--- config.mk ---
export PLATFORM = sky130hd
export DESIGN_NAME = au_neg_sched
export DESIGN_NICKNAME = d
export VERILOG_FILES = /design/src/rtl/au_pkg.sv /design/src/rtl/au_neg.sv /design/src/rtl/au_rr_arb.sv /design/src/rtl/au_neg_sched.sv
export SDC_FILE = /design/constraint.sdc
export NUM_CORES = 1
export LEC_CHECK = 0
export ABC_AREA = 1
export CORE_MARGIN = 2
export CORE_UTILIZATION = 50
export CTS_BUF_LIST = sky130_fd_sc_hd__clkbuf_2
export CTS_CLUSTER_DIAMETER = 40
export DETAILED_ROUTE_END_ITERATION = 12
export PLACE_DENSITY = 0.89
export REMOVE_ABC_BUFFERS = 1
export SLEW_MARGIN = 5
export SYNTH_ARGS = -nofsm -noshare
export SYNTH_HDL_FRONTEND = slang
export SYNTH_SLANG_ARGS = --single-unit
export TNS_END_PERCENT = 30
--- constraint.sdc ---
create_clock -name clk -period 7.5 [get_ports clk]
set_input_delay 1.5 -clock clk [delete_from_list [all_inputs] [get_ports clk]]
set_output_delay 1.5 -clock clk [all_outputs]
set_load 0.01 [all_outputs]
--- src/rtl/au_pkg.sv ---
// Shared types and helpers for the AU_neg scheduler slice.
package au_pkg;

  typedef enum logic [0:0] {
    S_EMPTY = 1'b0,
    S_FULL  = 1'b1
  } state_t;

  // Index width for n items, never narrower than one bit.
  function automatic int clog2_min1(input int n);
    int r;
    r = 0;
    while ((1 << r) < n) r = r + 1;
    return (r < 1) ? 1 : r;
  endfunction

endpackage

--- src/rtl/au_neg.sv ---
// Two's-complement negation datapath; ARCH picks invert-and-increment or subtract-from-zero.
module AU_neg #(
  parameter int WIDTH = 8,
  parameter int ARCH  = 0
) (
  input  logic [WIDTH-1:0] a,
  output logic [WIDTH-1:0] y
);

  generate
    if (ARCH == 0) begin : g_inv_inc
      assign y = ~a + {{(WIDTH-1){1'b0}}, 1'b1};
    end else begin : g_sub
      assign y = {WIDTH{1'b0}} - a;
    end
  endgenerate

endmodule

--- src/rtl/au_rr_arb.sv ---
// Combinational round-robin arbiter: first requester at or after ptr wins.
module au_rr_arb #(
  parameter int NREQ = 4,
  parameter int IDW  = 2
) (
  input  logic [NREQ-1:0] req,
  input  logic [IDW-1:0]  ptr,
  input  logic            en,
  output logic [NREQ-1:0] gnt,
  output logic [IDW-1:0]  gnt_idx,
  output logic            gnt_any
);

  // Rotating priority search starting at ptr.
  always_comb begin
    int idx_s;
    gnt     = {NREQ{1'b0}};
    gnt_idx = {IDW{1'b0}};
    gnt_any = 1'b0;
    idx_s   = 0;
    if (en) begin
      for (int k = 0; k < NREQ; k++) begin
        idx_s = (int'(ptr) + k) % NREQ;
        if (!gnt_any && req[idx_s]) begin
          gnt[idx_s] = 1'b1;
          gnt_idx    = IDW'(idx_s);
          gnt_any    = 1'b1;
        end else begin
          gnt_any = gnt_any;
        end
      end
    end else begin
      gnt_any = 1'b0;
    end
  end

endmodule

--- src/rtl/au_neg_sched.sv ---
// Round-robin scheduler sharing one AU_neg among NREQ requesters with a one-slot response register.
// Optional AU_NEG_SCHED_OVF_EN adds rsp_ovf, flagging the unrepresentable negation of the most negative value.
module au_neg_sched
  import au_pkg::*;
#(
  parameter int   WIDTH = 8,
  parameter int   ARCH  = 0,
  parameter int   NREQ  = 4,
  localparam int  IDW   = clog2_min1(NREQ)
) (
  input  logic                  clk,
  input  logic                  rst_n,
  input  logic [NREQ-1:0]       req_valid,
  output logic [NREQ-1:0]       req_ready,
  input  logic [NREQ*WIDTH-1:0] req_data,
  output logic                  rsp_valid,
  input  logic                  rsp_ready,
  output logic [WIDTH-1:0]      rsp_data,
`ifdef AU_NEG_SCHED_OVF_EN
  output logic                  rsp_ovf,
`endif
  output logic [IDW-1:0]        rsp_id
);

  state_t            state_r;
  state_t            state_nxt_s;
  logic [IDW-1:0]    ptr_r;
  logic [IDW-1:0]    ptr_nxt_s;
  logic              can_accept_s;
  logic              rsp_valid_s;
  logic [NREQ-1:0]   gnt_s;
  logic [IDW-1:0]    gnt_idx_s;
  logic              gnt_any_s;
  logic [WIDTH-1:0]  mux_data_s;
  logic [WIDTH-1:0]  neg_data_s;
  logic [WIDTH-1:0]  rsp_data_r;
  logic [IDW-1:0]    rsp_id_r;

  au_rr_arb #(
    .NREQ (NREQ),
    .IDW  (IDW)
  ) u_arb (
    .req     (req_valid),
    .ptr     (ptr_r),
    .en      (can_accept_s),
    .gnt     (gnt_s),
    .gnt_idx (gnt_idx_s),
    .gnt_any (gnt_any_s)
  );

  // One-hot operand mux; lanes without a grant never reach the datapath.
  always_comb begin
    mux_data_s = {WIDTH{1'b0}};
    for (int i = 0; i < NREQ; i++) begin
      if (gnt_s[i]) begin
        mux_data_s = mux_data_s | req_data[i*WIDTH +: WIDTH];
      end else begin
        mux_data_s = mux_data_s;
      end
    end
  end

  AU_neg #(
    .WIDTH (WIDTH),
    .ARCH  (ARCH)
  ) u_neg (
    .a (mux_data_s),
    .y (neg_data_s)
  );

  // FSM state register.
  always_ff @(posedge clk or negedge rst_n) begin
    if (!rst_n) begin
      state_r <= S_EMPTY;
    end else begin
      state_r <= state_nxt_s;
    end
  end

  // FSM next state: a grant always (re)fills the slot, a drain alone empties it.
  always_comb begin
    state_nxt_s = state_r;
    case (state_r)
      S_EMPTY: begin
        if (gnt_any_s) state_nxt_s = S_FULL;
        else           state_nxt_s = S_EMPTY;
      end
      S_FULL: begin
        if (gnt_any_s)      state_nxt_s = S_FULL;
        else if (rsp_ready) state_nxt_s = S_EMPTY;
        else                state_nxt_s = S_FULL;
      end
      default: state_nxt_s = S_EMPTY;
    endcase
  end

  // FSM outputs: the slot may be refilled while it is being drained.
  always_comb begin
    rsp_valid_s  = (state_r == S_FULL);
    can_accept_s = (state_r == S_EMPTY) | (rsp_ready & rsp_valid_s);
    if (gnt_idx_s == IDW'(NREQ - 1)) begin
      ptr_nxt_s = {IDW{1'b0}};
    end else begin
      ptr_nxt_s = gnt_idx_s + IDW'(1'b1);
    end
  end

  // Response register and pointer; both only move on a grant.
  always_ff @(posedge clk or negedge rst_n) begin
    if (!rst_n) begin
      rsp_data_r <= {WIDTH{1'b0}};
      rsp_id_r   <= {IDW{1'b0}};
      ptr_r      <= {IDW{1'b0}};
    end else if (gnt_any_s) begin
      rsp_data_r <= neg_data_s;
      rsp_id_r   <= gnt_idx_s;
      ptr_r      <= ptr_nxt_s;
    end else begin
      rsp_data_r <= rsp_data_r;
      rsp_id_r   <= rsp_id_r;
      ptr_r      <= ptr_r;
    end
  end

`ifdef AU_NEG_SCHED_OVF_EN
  logic rsp_ovf_r;

  // Overflow flag registered alongside the result.
  always_ff @(posedge clk or negedge rst_n) begin
    if (!rst_n) begin
      rsp_ovf_r <= 1'b0;
    end else if (gnt_any_s) begin
      rsp_ovf_r <= (mux_data_s == {1'b1, {(WIDTH-1){1'b0}}});
    end else begin
      rsp_ovf_r <= rsp_ovf_r;
    end
  end

  assign rsp_ovf = rsp_ovf_r;
`endif

  assign req_ready = gnt_s;
  assign rsp_valid = rsp_valid_s;
  assign rsp_data  = rsp_data_r;
  assign rsp_id    = rsp_id_r;

endmodule

==> metrics.csv <==
metric,value,unit
status,finished clean,
ir_worst_vdd,369,uV
synth_warnings,0,
dp.final_hpwl,2920,um
arrival,3.56,ns
final.setup_skew,0.00341,ns
syn_to_final_growth,39.9,%
grt_pass1_vias,1541,
synth_seq_cells,13,
clk_latency,0.27,ns
coreArea,2760,sq um
p_leak,0.00106,uW
crit_path_end_kind,output port,
dieWidth,57.8,um
dr.pass1.iters,4,
regArea,325,sq um
initial_core_util,0.525,
fin_crit,5.06,ns
viasPerCell,5.22,
p_per_area,502,nW/um^2
rows,19,
cts_buffer_depth,2,
synth_area_leaders,"dfrtp_1, nand2_1, nand3_1",
drtAntennaViolNets,0,
worst_pin_slew,0.690,ns
rsz0062_at_grt,no,
via_count,1628,
post-route-util,0.735,
multiInputGateArea,1000,sq um
tns,0,ns
postCtsSetupBuffers,0,
cts_made_buffers,3,
cts_tree,yes,
synth_cells,227,
place_congestion,0.855,
antenna_found_initial,0,
die_h,57.8,um
hold_viol,0,
cp-start-kind,primary input,
grt_pass1_wl,6190,um
post-route-period-util,0.675,
slew_violations,0,
n_antenna_cell,0,
setup_viol,0,
grt_max_degree,27,
max_freq,198,MHz
cp_max_fo,7,
drive_above_1_share,0.135,
drt_iter0_markers,48,
synth.distinct_cells,25,
clock_sinks,13,
critPathRequiredTime,6.00,ns
max-slew-margin-rel,0.534,
total_power,1020,uW
drc,0,
numPortBuffers,53,
synth_area,1450,sq um
fin_ws,2.44,ns
clockRootBuffer,clkbuf_2,
n_fill_cell,241,
die-area,3340,sq um
drt_wl_total,3570,um
wl_per_cell,11.5,um
htree_num_levels,1,
cap_violations,0,
cts_resized,0,
overflow,0,
path_class,primary input to output port,
post-place-ws,2.45,ns
layout.nets,330,
hold_class,register to register,
synth_top_area_frac,0.225,
ios,54,
globalRouteTotalUtil,0.226,
synth_sequential_area_ratio,0.225,
synth_area_leader_cell,dfrtp_1,
clk_pin_slew_worst_paths,0.12,ns
syn_avg_cell_area,6.38,sq um
postCtsHoldBufs,0,
## sequential cells by signal, summed over array words and instances (netlist names)
name       flops
rsp_valid      1
rsp_data       8
rsp_id         2
ptr_r          2
## cell usage in the layout (no fill, tap or decap)
| master | n |
|---|---|
| clkdlybuf4s50_1 | 53 |
| nand2_1 | 80 |
| a21oi_1 | 1 |
| o22ai_1 | 1 |
| nor2_4 | 3 |
| ha_1 | 9 |
| xor2_1 | 1 |
| clkbuf_2 | 4 |
| nor2_2 | 5 |
| a21oi_2 | 3 |
| nand4_1 | 5 |
| a21boi_1 | 1 |
| o311ai_0 | 1 |
| nand3_1 | 35 |
| nand2_4 | 2 |
| nor2_1 | 8 |
| inv_2 | 5 |
| a21boi_0 | 4 |
| clkinv_1 | 1 |
| o21ai_0 | 6 |
| nand2_2 | 10 |
| nand3_2 | 4 |
| inv_1 | 23 |
| nand3_4 | 2 |
| o21ai_1 | 1 |
| dfrtp_1 | 13 |
## cells by family (layout without fill, tap and decap cells)
family | Yosys count | in the layout | share of synthesized area
buffers and inverters | 32 | 86 | 0.0830
AOI/OAI and AO/OA | 18 | 18 | 0.0821
adders and majority gates | 9 | 9 | 0.0778
xor gates and xnor gates | 1 | 1 | 0.00605
and+or+nand+nor | 154 | 154 | 0.526
DFF | 13 | 13 | 0.225
## power by group
part	total (uW)	switching (uW)	leakage [uW]	internal (uW)
Sequential	140	30.6	0.000150	109
Combinational	841	520	0.000891	321
Clock	37.0	22.9	0.0000166	14.1
## through the flow
stage	std cells	instance area, sq um	hold WS [ns]
CTS	312	2030	0.496
floorplan	224	1440	0.515
global placement	308	2010	0.462
detailed placement	308	2010	0.466
global route	312	2030	0.527
finish	312	2030	0.492
## Yosys cell counts, drive strengths merged
library cell and count:
dfrtp 13, nor2 16, clkbuf 3, inv 28, nand2 92, a21boi 5, nand4 5, ha 9
o311ai 1, o22ai 1, nand3 41, o21ai 7, a21oi 4, clkinv 1, xor2 1
## path summary, 6_finish.rpt
path | endpoint | startpoint | slack (ns) | cells after the start
setup / recovery | req_ready[1] | req_valid[1] | 2.44 | 11
hold / removal | rsp_id[1] | rsp_id[1] | 0.49 | 2
setup reg to reg | rsp_data[6] | ptr_r[1] | 4.32 | 22
hold reg to reg | rsp_id[1] | rsp_id[1] | 0.49 | 2
max in group asynchronous | rsp_data[0] | rst_n | 5.57 | 1
min in group asynchronous | ptr_r[1] | rst_n | 1.57 | 1
## worst max-delay path, cell delays in order
cell,delay (ns)
clkdlybuf4s50_1,0.41
inv_1,0.06
nand2_1,0.10
nand3_4,0.15
nand2_4,0.08
nor2_2,0.24
nand4_1,0.14
nand3_2,0.16
nand2_1,0.09
inv_2,0.10
clkdlybuf4s50_1,0.53
## routing by layer
metal  part of all wire  vias up  global-route usage
met2               0.47       69               0.386
met3              0.062        4              0.0290
li1                   -      845                   -
met4             0.0064        0              0.0864
met1               0.46      710               0.289
met5                  0        -                   0
## layout make-up
class                      instances  area share
multi-input combinational        182       0.495
timing repair buffer              53       0.262
sequential                        13       0.161
inverter                          29      0.0537
tap                               31      0.0191
clock buffer                       4     0.00988
Power figures use the tool's default switching activity.
